--- config.mk ---
export PLATFORM = sky130hd
export DESIGN_NAME = tile_scheduler_flat
export DESIGN_NICKNAME = d
export VERILOG_FILES = /design/src/rtl/tile_scheduler_pkg.sv /design/src/rtl/tile_scheduler_if.sv /design/src/rtl/tile_addr_gen.sv /design/src/rtl/tile_scheduler.sv /design/src/flat_wrapper.sv
export SDC_FILE = /design/constraint.sdc
export NUM_CORES = 1
export LEC_CHECK = 0
export BUFFER_PORTS_ARGS = -buffer_cell sky130_fd_sc_hd__buf_2
export CORE_ASPECT_RATIO = 1.2
export CORE_UTILIZATION = 56
export DETAILED_ROUTE_END_ITERATION = 16
export PLACE_DENSITY = 0.8
export SYNTH_ARGS = -nofsm -noshare
export SYNTH_HDL_FRONTEND = slang
export SYNTH_SLANG_ARGS = --single-unit
--- constraint.sdc ---
create_clock -name clk -period 3 [get_ports clk]
set_input_delay 0.15 -clock clk [delete_from_list [all_inputs] [get_ports clk]]
set_output_delay 0.15 -clock clk [all_outputs]
set_load 0.005 [all_outputs]
--- src/rtl/tile_scheduler_pkg.sv ---
// Shared types and default geometry for the tiled matrix-multiply scheduler.
// Imported by the interface, the address generator and the scheduler top.
package tile_sched_pkg;

  localparam int unsigned DEF_MATRIX_DIM = 32'd16;
  localparam int unsigned DEF_TILE_DIM   = 32'd4;
  localparam int unsigned TILES_PER_DIM  = DEF_MATRIX_DIM / DEF_TILE_DIM;

  typedef enum logic [2:0] {
    S_IDLE  = 3'd0,
    S_LOAD  = 3'd1,
    S_ISSUE = 3'd2,
    S_WAIT  = 3'd3,
    S_WB    = 3'd4,
    S_NEXT  = 3'd5,
    S_DONE  = 3'd6
  } sched_state_e;

  // Counter width for a count of n positions; never narrower than one bit.
  function automatic int unsigned idx_width(input int unsigned n);
    if (n > 32'd1) begin
      return $clog2(n);
    end else begin
      return 32'd1;
    end
  endfunction

endpackage

--- src/rtl/tile_scheduler_if.sv ---
// Handshake bundle between the tile scheduler, its starter and the systolic array.
// The scheduler side uses the master modport; stimulus/array side uses slave.
interface tile_scheduler_if
  import tile_sched_pkg::*;
#(
  parameter int unsigned ADDR_WIDTH = $clog2(DEF_MATRIX_DIM * DEF_MATRIX_DIM),
  parameter int unsigned POS_WIDTH  = idx_width(DEF_TILE_DIM)
);

  logic                  start;
  logic                  busy;
  logic                  done;
  logic                  ld_valid;
  logic [ADDR_WIDTH-1:0] ld_a_addr;
  logic [ADDR_WIDTH-1:0] ld_b_addr;
  logic [POS_WIDTH-1:0]  ld_row;
  logic [POS_WIDTH-1:0]  ld_col;
  logic                  arr_start;
  logic                  arr_clear_acc;
  logic                  arr_done;
  logic                  wb_valid;
  logic [POS_WIDTH-1:0]  wb_row;
  logic [POS_WIDTH-1:0]  wb_col;
  logic [ADDR_WIDTH-1:0] wb_addr;
  logic                  proto_err;

  modport master (
    input  start, arr_done,
    output busy, done, ld_valid, ld_a_addr, ld_b_addr, ld_row, ld_col,
           arr_start, arr_clear_acc, wb_valid, wb_row, wb_col, wb_addr, proto_err
  );

  modport slave (
    output start, arr_done,
    input  busy, done, ld_valid, ld_a_addr, ld_b_addr, ld_row, ld_col,
           arr_start, arr_clear_acc, wb_valid, wb_row, wb_col, wb_addr, proto_err
  );

endinterface

--- src/rtl/tile_addr_gen.sv ---
// Beat counter (r outer, c inner) and registered A/B/C element addresses.
// Addresses are computed from next-cycle indices so they line up with the valids.
module tile_addr_gen
  import tile_sched_pkg::*;
#(
  parameter int unsigned MATRIX_DIM = DEF_MATRIX_DIM,
  parameter int unsigned TILE_DIM   = DEF_TILE_DIM,
  parameter int unsigned ADDR_WIDTH = $clog2(MATRIX_DIM * MATRIX_DIM),
  parameter int unsigned IDX_W      = idx_width(MATRIX_DIM / TILE_DIM),
  parameter int unsigned POS_W      = idx_width(TILE_DIM)
) (
  input  logic                  clk,
  input  logic                  rst,
  input  logic                  clr_s,
  input  logic                  adv_s,
  input  logic                  ld_en_s,
  input  logic                  wb_en_s,
  input  logic [IDX_W-1:0]      ti_s,
  input  logic [IDX_W-1:0]      tj_s,
  input  logic [IDX_W-1:0]      tk_s,
  output logic                  beat_last_s,
  output logic [POS_W-1:0]      ld_row_r,
  output logic [POS_W-1:0]      ld_col_r,
  output logic [POS_W-1:0]      wb_row_r,
  output logic [POS_W-1:0]      wb_col_r,
  output logic [ADDR_WIDTH-1:0] ld_a_addr_r,
  output logic [ADDR_WIDTH-1:0] ld_b_addr_r,
  output logic [ADDR_WIDTH-1:0] wb_addr_r
);

  localparam logic [POS_W-1:0] POS_LAST = POS_W'(TILE_DIM - 32'd1);

  logic [POS_W-1:0] r_r;
  logic [POS_W-1:0] c_r;
  logic [POS_W-1:0] r_nx_s;
  logic [POS_W-1:0] c_nx_s;

  // Row-major element address of position (r, c) inside tile (tile_row, tile_col).
  function automatic logic [ADDR_WIDTH-1:0] elem_addr(
    input logic [IDX_W-1:0] tile_row,
    input logic [IDX_W-1:0] tile_col,
    input logic [POS_W-1:0] r,
    input logic [POS_W-1:0] c
  );
    logic [ADDR_WIDTH-1:0] row_s;
    logic [ADDR_WIDTH-1:0] col_s;
    row_s = ADDR_WIDTH'(tile_row) * ADDR_WIDTH'(TILE_DIM) + ADDR_WIDTH'(r);
    col_s = ADDR_WIDTH'(tile_col) * ADDR_WIDTH'(TILE_DIM) + ADDR_WIDTH'(c);
    return row_s * ADDR_WIDTH'(MATRIX_DIM) + col_s;
  endfunction

  assign beat_last_s = (r_r == POS_LAST) && (c_r == POS_LAST);

  // Next beat position: cleared on run start, advanced c-first with wrap.
  always_comb begin
    r_nx_s = r_r;
    c_nx_s = c_r;
    if (clr_s) begin
      r_nx_s = '0;
      c_nx_s = '0;
    end else if (adv_s) begin
      if (c_r == POS_LAST) begin
        c_nx_s = '0;
        if (r_r == POS_LAST) begin
          r_nx_s = '0;
        end else begin
          r_nx_s = r_r + POS_W'(1);
        end
      end else begin
        c_nx_s = c_r + POS_W'(1);
      end
    end else begin
      r_nx_s = r_r;
      c_nx_s = c_r;
    end
  end

  // Beat counter and registered address/position outputs, zero when not enabled.
  always_ff @(posedge clk or posedge rst) begin
    if (rst) begin
      r_r         <= '0;
      c_r         <= '0;
      ld_row_r    <= '0;
      ld_col_r    <= '0;
      wb_row_r    <= '0;
      wb_col_r    <= '0;
      ld_a_addr_r <= '0;
      ld_b_addr_r <= '0;
      wb_addr_r   <= '0;
    end else begin
      r_r         <= r_nx_s;
      c_r         <= c_nx_s;
      ld_row_r    <= ld_en_s ? r_nx_s : '0;
      ld_col_r    <= ld_en_s ? c_nx_s : '0;
      wb_row_r    <= wb_en_s ? r_nx_s : '0;
      wb_col_r    <= wb_en_s ? c_nx_s : '0;
      ld_a_addr_r <= ld_en_s ? elem_addr(ti_s, tk_s, r_nx_s, c_nx_s) : '0;
      ld_b_addr_r <= ld_en_s ? elem_addr(tk_s, tj_s, r_nx_s, c_nx_s) : '0;
      wb_addr_r   <= wb_en_s ? elem_addr(ti_s, tj_s, r_nx_s, c_nx_s) : '0;
    end
  end

endmodule

--- src/rtl/tile_scheduler.sv ---
// Sequences load / compute / writeback over all (ti, tj, tk) tiles of C = A * B.
// All outputs are flops fed from next-state values so they align with the state.
module tile_scheduler
  import tile_sched_pkg::*;
#(
  parameter int unsigned MATRIX_DIM = DEF_MATRIX_DIM,
  parameter int unsigned TILE_DIM   = DEF_TILE_DIM,
  parameter int unsigned ADDR_WIDTH = $clog2(MATRIX_DIM * MATRIX_DIM)
) (
  input  logic              clk,
  input  logic              rst,
  tile_scheduler_if.master  bus
);

  localparam int unsigned TPD   = MATRIX_DIM / TILE_DIM;
  localparam int unsigned IDX_W = idx_width(TPD);
  localparam int unsigned POS_W = idx_width(TILE_DIM);
  localparam logic [IDX_W-1:0] IDX_LAST = IDX_W'(TPD - 32'd1);

  sched_state_e     state_r;
  sched_state_e     state_nx_s;
  logic [IDX_W-1:0] ti_r, tj_r, tk_r;
  logic [IDX_W-1:0] ti_nx_s, tj_nx_s, tk_nx_s;
  logic             clr_s;
  logic             adv_s;
  logic             beat_last_s;
  logic             proto_err_nx_s;

  logic busy_r, done_r, ld_valid_r, arr_start_r, arr_clear_acc_r, wb_valid_r, proto_err_r;

  // Next state, tile indices and beat-counter control.
  always_comb begin
    state_nx_s = state_r;
    ti_nx_s    = ti_r;
    tj_nx_s    = tj_r;
    tk_nx_s    = tk_r;
    clr_s      = 1'b0;
    adv_s      = 1'b0;
    case (state_r)
      S_IDLE: begin
        if (bus.start) begin
          state_nx_s = S_LOAD;
          ti_nx_s    = '0;
          tj_nx_s    = '0;
          tk_nx_s    = '0;
          clr_s      = 1'b1;
        end else begin
          state_nx_s = S_IDLE;
        end
      end
      S_LOAD: begin
        adv_s = 1'b1;
        if (beat_last_s) begin
          state_nx_s = S_ISSUE;
        end else begin
          state_nx_s = S_LOAD;
        end
      end
      S_ISSUE: state_nx_s = S_WAIT;
      S_WAIT: begin
        if (bus.arr_done) begin
          if (tk_r == IDX_LAST) begin
            state_nx_s = S_WB;
          end else begin
            state_nx_s = S_NEXT;
          end
        end else begin
          state_nx_s = S_WAIT;
        end
      end
      S_WB: begin
        adv_s = 1'b1;
        if (beat_last_s) begin
          state_nx_s = S_NEXT;
        end else begin
          state_nx_s = S_WB;
        end
      end
      // tk is the innermost index; a full ti wrap ends the run.
      S_NEXT: begin
        state_nx_s = S_LOAD;
        if (tk_r != IDX_LAST) begin
          tk_nx_s = tk_r + IDX_W'(1);
        end else begin
          tk_nx_s = '0;
          if (tj_r != IDX_LAST) begin
            tj_nx_s = tj_r + IDX_W'(1);
          end else begin
            tj_nx_s = '0;
            if (ti_r != IDX_LAST) begin
              ti_nx_s = ti_r + IDX_W'(1);
            end else begin
              ti_nx_s    = '0;
              state_nx_s = S_DONE;
            end
          end
        end
      end
      S_DONE:  state_nx_s = S_IDLE;
      default: state_nx_s = S_IDLE;
    endcase
  end

  // Sticky protocol error: an array completion outside WAIT; a new start clears it.
  always_comb begin
    proto_err_nx_s = proto_err_r;
    if (bus.arr_done && (state_r != S_WAIT)) begin
      proto_err_nx_s = 1'b1;
    end else if ((state_r == S_IDLE) && bus.start) begin
      proto_err_nx_s = 1'b0;
    end else begin
      proto_err_nx_s = proto_err_r;
    end
  end

  // State, index and registered control-output update.
  always_ff @(posedge clk or posedge rst) begin
    if (rst) begin
      state_r         <= S_IDLE;
      ti_r            <= '0;
      tj_r            <= '0;
      tk_r            <= '0;
      busy_r          <= 1'b0;
      done_r          <= 1'b0;
      ld_valid_r      <= 1'b0;
      arr_start_r     <= 1'b0;
      arr_clear_acc_r <= 1'b0;
      wb_valid_r      <= 1'b0;
      proto_err_r     <= 1'b0;
    end else begin
      state_r         <= state_nx_s;
      ti_r            <= ti_nx_s;
      tj_r            <= tj_nx_s;
      tk_r            <= tk_nx_s;
      busy_r          <= (state_nx_s != S_IDLE);
      done_r          <= (state_nx_s == S_DONE);
      ld_valid_r      <= (state_nx_s == S_LOAD);
      arr_start_r     <= (state_nx_s == S_ISSUE);
      arr_clear_acc_r <= (state_nx_s == S_ISSUE) && (tk_nx_s == '0);
      wb_valid_r      <= (state_nx_s == S_WB);
      proto_err_r     <= proto_err_nx_s;
    end
  end

  tile_addr_gen #(
    .MATRIX_DIM (MATRIX_DIM),
    .TILE_DIM   (TILE_DIM),
    .ADDR_WIDTH (ADDR_WIDTH),
    .IDX_W      (IDX_W),
    .POS_W      (POS_W)
  ) u_addr_gen (
    .clk         (clk),
    .rst         (rst),
    .clr_s       (clr_s),
    .adv_s       (adv_s),
    .ld_en_s     (state_nx_s == S_LOAD),
    .wb_en_s     (state_nx_s == S_WB),
    .ti_s        (ti_nx_s),
    .tj_s        (tj_nx_s),
    .tk_s        (tk_nx_s),
    .beat_last_s (beat_last_s),
    .ld_row_r    (bus.ld_row),
    .ld_col_r    (bus.ld_col),
    .wb_row_r    (bus.wb_row),
    .wb_col_r    (bus.wb_col),
    .ld_a_addr_r (bus.ld_a_addr),
    .ld_b_addr_r (bus.ld_b_addr),
    .wb_addr_r   (bus.wb_addr)
  );

  assign bus.busy          = busy_r;
  assign bus.done          = done_r;
  assign bus.ld_valid      = ld_valid_r;
  assign bus.arr_start     = arr_start_r;
  assign bus.arr_clear_acc = arr_clear_acc_r;
  assign bus.wb_valid      = wb_valid_r;
  assign bus.proto_err     = proto_err_r;

endmodule
--- src/flat_wrapper.sv ---
// flat-port wrapper written by rule: the top's interface ports become plain ports
module tile_scheduler_flat import tile_sched_pkg::*;
#(
  parameter int unsigned MATRIX_DIM = DEF_MATRIX_DIM,
  parameter int unsigned TILE_DIM   = DEF_TILE_DIM,
  parameter int unsigned ADDR_WIDTH = $clog2(MATRIX_DIM * MATRIX_DIM)
)
  (clk, rst, bus_start, bus_arr_done, bus_busy, bus_done, bus_ld_valid, bus_ld_a_addr, bus_ld_b_addr, bus_ld_row, bus_ld_col, bus_arr_start, bus_arr_clear_acc, bus_wb_valid, bus_wb_row, bus_wb_col, bus_wb_addr, bus_proto_err);
  tile_scheduler_if #(.ADDR_WIDTH(ADDR_WIDTH)) bus_i ();
  input  logic clk;
  input  logic rst;
  input wire logic [$bits(bus_i.start)-1:0] bus_start;
  input wire logic [$bits(bus_i.arr_done)-1:0] bus_arr_done;
  output wire logic [$bits(bus_i.busy)-1:0] bus_busy;
  output wire logic [$bits(bus_i.done)-1:0] bus_done;
  output wire logic [$bits(bus_i.ld_valid)-1:0] bus_ld_valid;
  output wire logic [$bits(bus_i.ld_a_addr)-1:0] bus_ld_a_addr;
  output wire logic [$bits(bus_i.ld_b_addr)-1:0] bus_ld_b_addr;
  output wire logic [$bits(bus_i.ld_row)-1:0] bus_ld_row;
  output wire logic [$bits(bus_i.ld_col)-1:0] bus_ld_col;
  output wire logic [$bits(bus_i.arr_start)-1:0] bus_arr_start;
  output wire logic [$bits(bus_i.arr_clear_acc)-1:0] bus_arr_clear_acc;
  output wire logic [$bits(bus_i.wb_valid)-1:0] bus_wb_valid;
  output wire logic [$bits(bus_i.wb_row)-1:0] bus_wb_row;
  output wire logic [$bits(bus_i.wb_col)-1:0] bus_wb_col;
  output wire logic [$bits(bus_i.wb_addr)-1:0] bus_wb_addr;
  output wire logic [$bits(bus_i.proto_err)-1:0] bus_proto_err;
  assign bus_i.start = bus_start;
  assign bus_i.arr_done = bus_arr_done;
  assign bus_busy = bus_i.busy;
  assign bus_done = bus_i.done;
  assign bus_ld_valid = bus_i.ld_valid;
  assign bus_ld_a_addr = bus_i.ld_a_addr;
  assign bus_ld_b_addr = bus_i.ld_b_addr;
  assign bus_ld_row = bus_i.ld_row;
  assign bus_ld_col = bus_i.ld_col;
  assign bus_arr_start = bus_i.arr_start;
  assign bus_arr_clear_acc = bus_i.arr_clear_acc;
  assign bus_wb_valid = bus_i.wb_valid;
  assign bus_wb_row = bus_i.wb_row;
  assign bus_wb_col = bus_i.wb_col;
  assign bus_wb_addr = bus_i.wb_addr;
  assign bus_proto_err = bus_i.proto_err;
  tile_scheduler #(.MATRIX_DIM(MATRIX_DIM), .TILE_DIM(TILE_DIM), .ADDR_WIDTH(ADDR_WIDTH)) u_core (.clk(clk), .rst(rst), .bus(bus_i));
endmodule
==> impl_metrics.xml <==
<?xml version="1.0" encoding="UTF-8"?>
<metrics>
  <group name="final_layout">
    <metric name="layout_filler_cell_count" unit="">241</metric>
    <metric name="seq_area" unit="um^2">951</metric>
    <metric name="area_delta_synth_final" unit="%">9.23</metric>
    <metric name="layout.nets" unit="">208</metric>
    <metric name="fraction_of_layout_instances_using_a_drive_strength_above_1" unit="">0.289</metric>
    <metric name="antenna_cells_inserted" unit="">0</metric>
    <metric name="finalCoreUtilization" unit="">0.640</metric>
    <metric name="multi_input_comb_area" unit="um^2">627</metric>
  </group>
  <group name="sta">
    <metric name="worst_pin_slew" unit="ns">0.547</metric>
    <metric name="finalWorstPathRequiredPeriod" unit="ns">1.91</metric>
    <metric name="totalNegativeSetupSlack" unit="ns">0</metric>
    <metric name="finalHoldWorstSlack" unit="ns">0.0914</metric>
    <metric name="worst_slew_margin_rel" unit="">0.636</metric>
    <metric name="setup_violations" unit="">0</metric>
    <metric name="final.period_utilization" unit="">0.638</metric>
    <metric name="fmax" unit="MHz">523</metric>
    <metric name="fin_worst_skew" unit="ns">0.0136</metric>
    <metric name="hold_viol" unit="">0</metric>
    <metric name="timing_max_transition_violations_final" unit="">0</metric>
    <metric name="worst_setup_slack_final" unit="ns">1.09</metric>
    <metric name="grt_setup_unrepaired" unit="">no</metric>
  </group>
  <group name="yosys">
    <metric name="synth.top_cell.area_share" unit="">0.531</metric>
    <metric name="post_synth_most_frequent_cells" unit="">38 x sky130_fd_sc_hd__dfrtp_1, 19 x sky130_fd_sc_hd__nor2_1, 16 x sky130_fd_sc_hd__buf_4</metric>
    <metric name="largest_area_contributor_in_the_netlist" unit="">sky130_fd_sc_hd__dfrtp_1</metric>
    <metric name="ys.flop_type" unit="">sky130_fd_sc_hd__dfrtp_1</metric>
    <metric name="yosysMostFrequentCell" unit="">sky130_fd_sc_hd__dfrtp_1</metric>
    <metric name="synthArstFlopShare" unit="">1.00</metric>
    <metric name="synthesis.yosys.warnings" unit="">0</metric>
    <metric name="synth.lib_cells_used.distinct" unit="">35</metric>
    <metric name="ys_top_cells_by_area" unit="">sky130_fd_sc_hd__dfrtp_1 53%, sky130_fd_sc_hd__buf_4 6.7%, sky130_fd_sc_hd__ha_1 4.9%, sky130_fd_sc_hd__nor2_1 4.0%, sky130_fd_sc_hd__nor3_1 3.4%</metric>
    <metric name="avgSynthCellArea" unit="um^2">10.7</metric>
    <metric name="number_of_storage_elements_in_the_synthesis_netlist" unit="">38</metric>
    <metric name="synthesis.area" unit="um^2">1790</metric>
    <metric name="seq_area_frac_synth" unit="">0.531</metric>
    <metric name="gate_count_after_technology_mapping" unit="">168</metric>
    <metric name="synth_enable_flop_cells" unit="">0</metric>
    <metric name="mappedNetlistNets" unit="">179</metric>
  </group>
  <group name="power_and_ir_drop">
    <metric name="p_leak" unit="nW">1.09</metric>
    <metric name="powerDensity" unit="nW/um^2">794</metric>
    <metric name="post-layout-total-power" unit="W">0.00155</metric>
    <metric name="worst_ir_drop_vdd" unit="mV">0.513</metric>
  </group>
  <group name="floorplan">
    <metric name="floorplan.rows" unit="">22</metric>
    <metric name="dieWidth" unit="um">53.6</metric>
    <metric name="initial_standard_cell_utilization_of_the_core" unit="">0.586</metric>
    <metric name="dieArea" unit="um^2">3430</metric>
    <metric name="boundary_pins" unit="">43</metric>
    <metric name="die_h" unit="um">63.9</metric>
    <metric name="placeable_area" unit="um^2">3060</metric>
  </group>
  <group name="grt">
    <metric name="initial_antenna_violation_count" unit="">0</metric>
    <metric name="grt_pass1_vias" unit="">1300</metric>
    <metric name="pin_count_of_the_biggest_net_entering_global_routing" unit="">39</metric>
    <metric name="congestion_overflow_gr" unit="">0</metric>
    <metric name="grt_first_pass_wirelength" unit="um">5970</metric>
    <metric name="grtUsageTotal" unit="">0.247</metric>
  </group>
  <group name="setup_path">
    <metric name="startpoint_type" unit="">register</metric>
    <metric name="worstRegToRegCells" unit="">4</metric>
    <metric name="crit_path_cell_trace" unit="">or4b_4 -&gt; and2_0 -&gt; mux2i_1 -&gt; nor3_1</metric>
    <metric name="critical_path_at" unit="ns">2.15</metric>
    <metric name="worst-path-max-fanout" unit="">18</metric>
    <metric name="reg2reg_slack" unit="ns">1.09</metric>
    <metric name="r2r-start" unit="">u_core.state_r[1]</metric>
    <metric name="r2r-end" unit="">u_core.u_addr_gen.ld_b_addr_r[4]</metric>
    <metric name="critPathSlowestCell" unit="">sky130_fd_sc_hd__or4b_4</metric>
    <metric name="worst_path_max_stage_delay" unit="ns">0.66</metric>
    <metric name="crit_end_element" unit="">register</metric>
    <metric name="worstPathRequired" unit="ns">3.24</metric>
    <metric name="crit_type" unit="">register to register</metric>
  </group>
  <group name="hold_path">
    <metric name="min_to" unit="">u_core.bus.proto_err</metric>
    <metric name="min-delay-start" unit="">bus_arr_done</metric>
    <metric name="timing.hold.worst.class" unit="">input port to register</metric>
    <metric name="hold_path_depth" unit="">2</metric>
  </group>
  <group name="clocking">
    <metric name="path_clk_slew" unit="ns">0.12</metric>
    <metric name="numClockSinks" unit="">38</metric>
    <metric name="clock_latency" unit="ns">0.36</metric>
    <metric name="cts-root-to-sink-buffers" unit="">2</metric>
    <metric name="cts_tree" unit="">yes</metric>
    <metric name="tritoncts.num_buffers" unit="">5</metric>
    <metric name="post_cts.repair.setup_buffers" unit="">0</metric>
    <metric name="cts.root.buffer_cell" unit="">sky130_fd_sc_hd__clkbuf_4</metric>
    <metric name="cts-htree-levels" unit="">2</metric>
  </group>
  <group name="detailed_routing">
    <metric name="routed_wirelength" unit="um">3530</metric>
    <metric name="wire_per_inst" unit="um">15.1</metric>
    <metric name="post_drt_via_cell_ratio" unit="">5.62</metric>
    <metric name="drt_pre_antenna_iters" unit="">4</metric>
    <metric name="drc" unit="">0</metric>
    <metric name="vias" unit="">1309</metric>
    <metric name="drt.antenna.violating_nets" unit="">0</metric>
    <metric name="first_iter_violations" unit="">49</metric>
  </group>
  <group name="job">
    <metric name="max_cap_violations" unit="">0</metric>
  </group>
  <group name="placed_design">
    <metric name="detailedPlacementHpwl" unit="um">2480</metric>
    <metric name="detailedPlace.worstSlack" unit="ns">1.12</metric>
    <metric name="place.port_buffers" unit="">42</metric>
    <metric name="finalWeightedCongestion" unit="">0.933</metric>
  </group>
  <group name="run_status">
    <metric name="status" unit="">finished clean</metric>
  </group>
</metrics>
## critical path, delay by kind of cell, from the launching register on
| family | cells | cell delay, ns |
|---|---|---|
| and+or+nand+nor | 3 | 0.94 |
| DFF | 1 | 0.60 |
| muxes | 1 | 0.25 |
## report_power, final
group	switching (W)	total, W	internal [W]
clock	0.000170	0.000254	0.0000842
sequential	0.0000996	0.000717	0.000617
combinational	0.000334	0.000581	0.000247
## area by class of cell
type | instances | share of cell area
tap | 36 | 0.0230
timing repair buffer | 44 | 0.117
inverter | 15 | 0.0288
clock inverter | 2 | 0.00512
sequential | 38 | 0.487
clock buffer | 5 | 0.0192
multi-input combinational | 93 | 0.321
## worst max-delay path by stage
stage	cells after the start	startpoint	slack, ns	to
floorplan	6	u_core.u_addr_gen.c_r[0]	1.43	u_core.bus.busy
global placement	4	u_core.state_r[1]	1.22	u_core.u_addr_gen.ld_b_addr_r[5]
detailed placement	4	u_core.state_r[1]	1.12	u_core.u_addr_gen.ld_b_addr_r[5]
CTS	4	u_core.state_r[1]	1.11	u_core.u_addr_gen.ld_b_addr_r[5]
global route	4	u_core.state_r[1]	0.95	u_core.u_addr_gen.ld_b_addr_r[6]
finish	4	u_core.state_r[1]	1.09	u_core.u_addr_gen.ld_b_addr_r[4]
## cells in the final DEF (no fill, tap or decap), types with 4 or more instances in the layout
cell type / instances
sky130_fd_sc_hd__inv_1: 15
sky130_fd_sc_hd__ha_1: 7
sky130_fd_sc_hd__nor2b_1: 4
sky130_fd_sc_hd__nor2_1: 19
sky130_fd_sc_hd__nand3_1: 4
sky130_fd_sc_hd__buf_2: 42
sky130_fd_sc_hd__dfrtp_1: 38
sky130_fd_sc_hd__a21oi_1: 6
sky130_fd_sc_hd__nor3b_1: 4
sky130_fd_sc_hd__clkbuf_4: 5
sky130_fd_sc_hd__nor3_1: 12
sky130_fd_sc_hd__nand2_1: 6
## logic make-up after synthesis
logic type | share of synthesized area
AOI/OAI and AO/OA | 0.0923
muxes | 0.0238
DFF | 0.531
buffers and inverters | 0.118
adders and majority gates | 0.0489
xor gates and xnor gates | 0.00490
and+or+nand+nor | 0.180
## sequential cells by signal (all words and copies together) (netlist names)
| register | cells |
|---|---|
| u_core.bus.busy | 1 |
| u_core.bus.arr_clear_acc | 1 |
| u_core.bus.proto_err | 1 |
| u_core.bus.arr_start | 1 |
| u_core.u_addr_gen.ld_b_addr_r | 7 |
| u_core.tk_r | 2 |
| u_core.u_addr_gen.ld_a_addr_r | 3 |
| u_core.bus.wb_valid | 1 |
| u_core.u_addr_gen.r_r | 2 |
| u_core.bus.done | 1 |
| u_core.state_r | 3 |
| u_core.tj_r | 2 |
| u_core.ti_r | 2 |
| u_core.u_addr_gen.wb_addr_r | 8 |
| u_core.bus.ld_valid | 1 |
| u_core.u_addr_gen.c_r | 2 |
## timing repair
item,in CTS,in global routing
gates resized for setup,0,0
hold buffers,1,0
endpoints found under the hold margin,38,0
## metrics by stage
stage,std cells,instance area [um^2]
after floorplan,168,1790
after global placement,225,1900
after detailed placement,225,1900
after CTS,233,1950
after global routing,233,1950
final,233,1950
## layer usage
layer	GRT usage	wire length, um
met3	0.0524	157
met1	0.300	1400
met4	0.135	137
met2	0.397	1830
met5	0	0
Power figures use the tool's default switching activity.
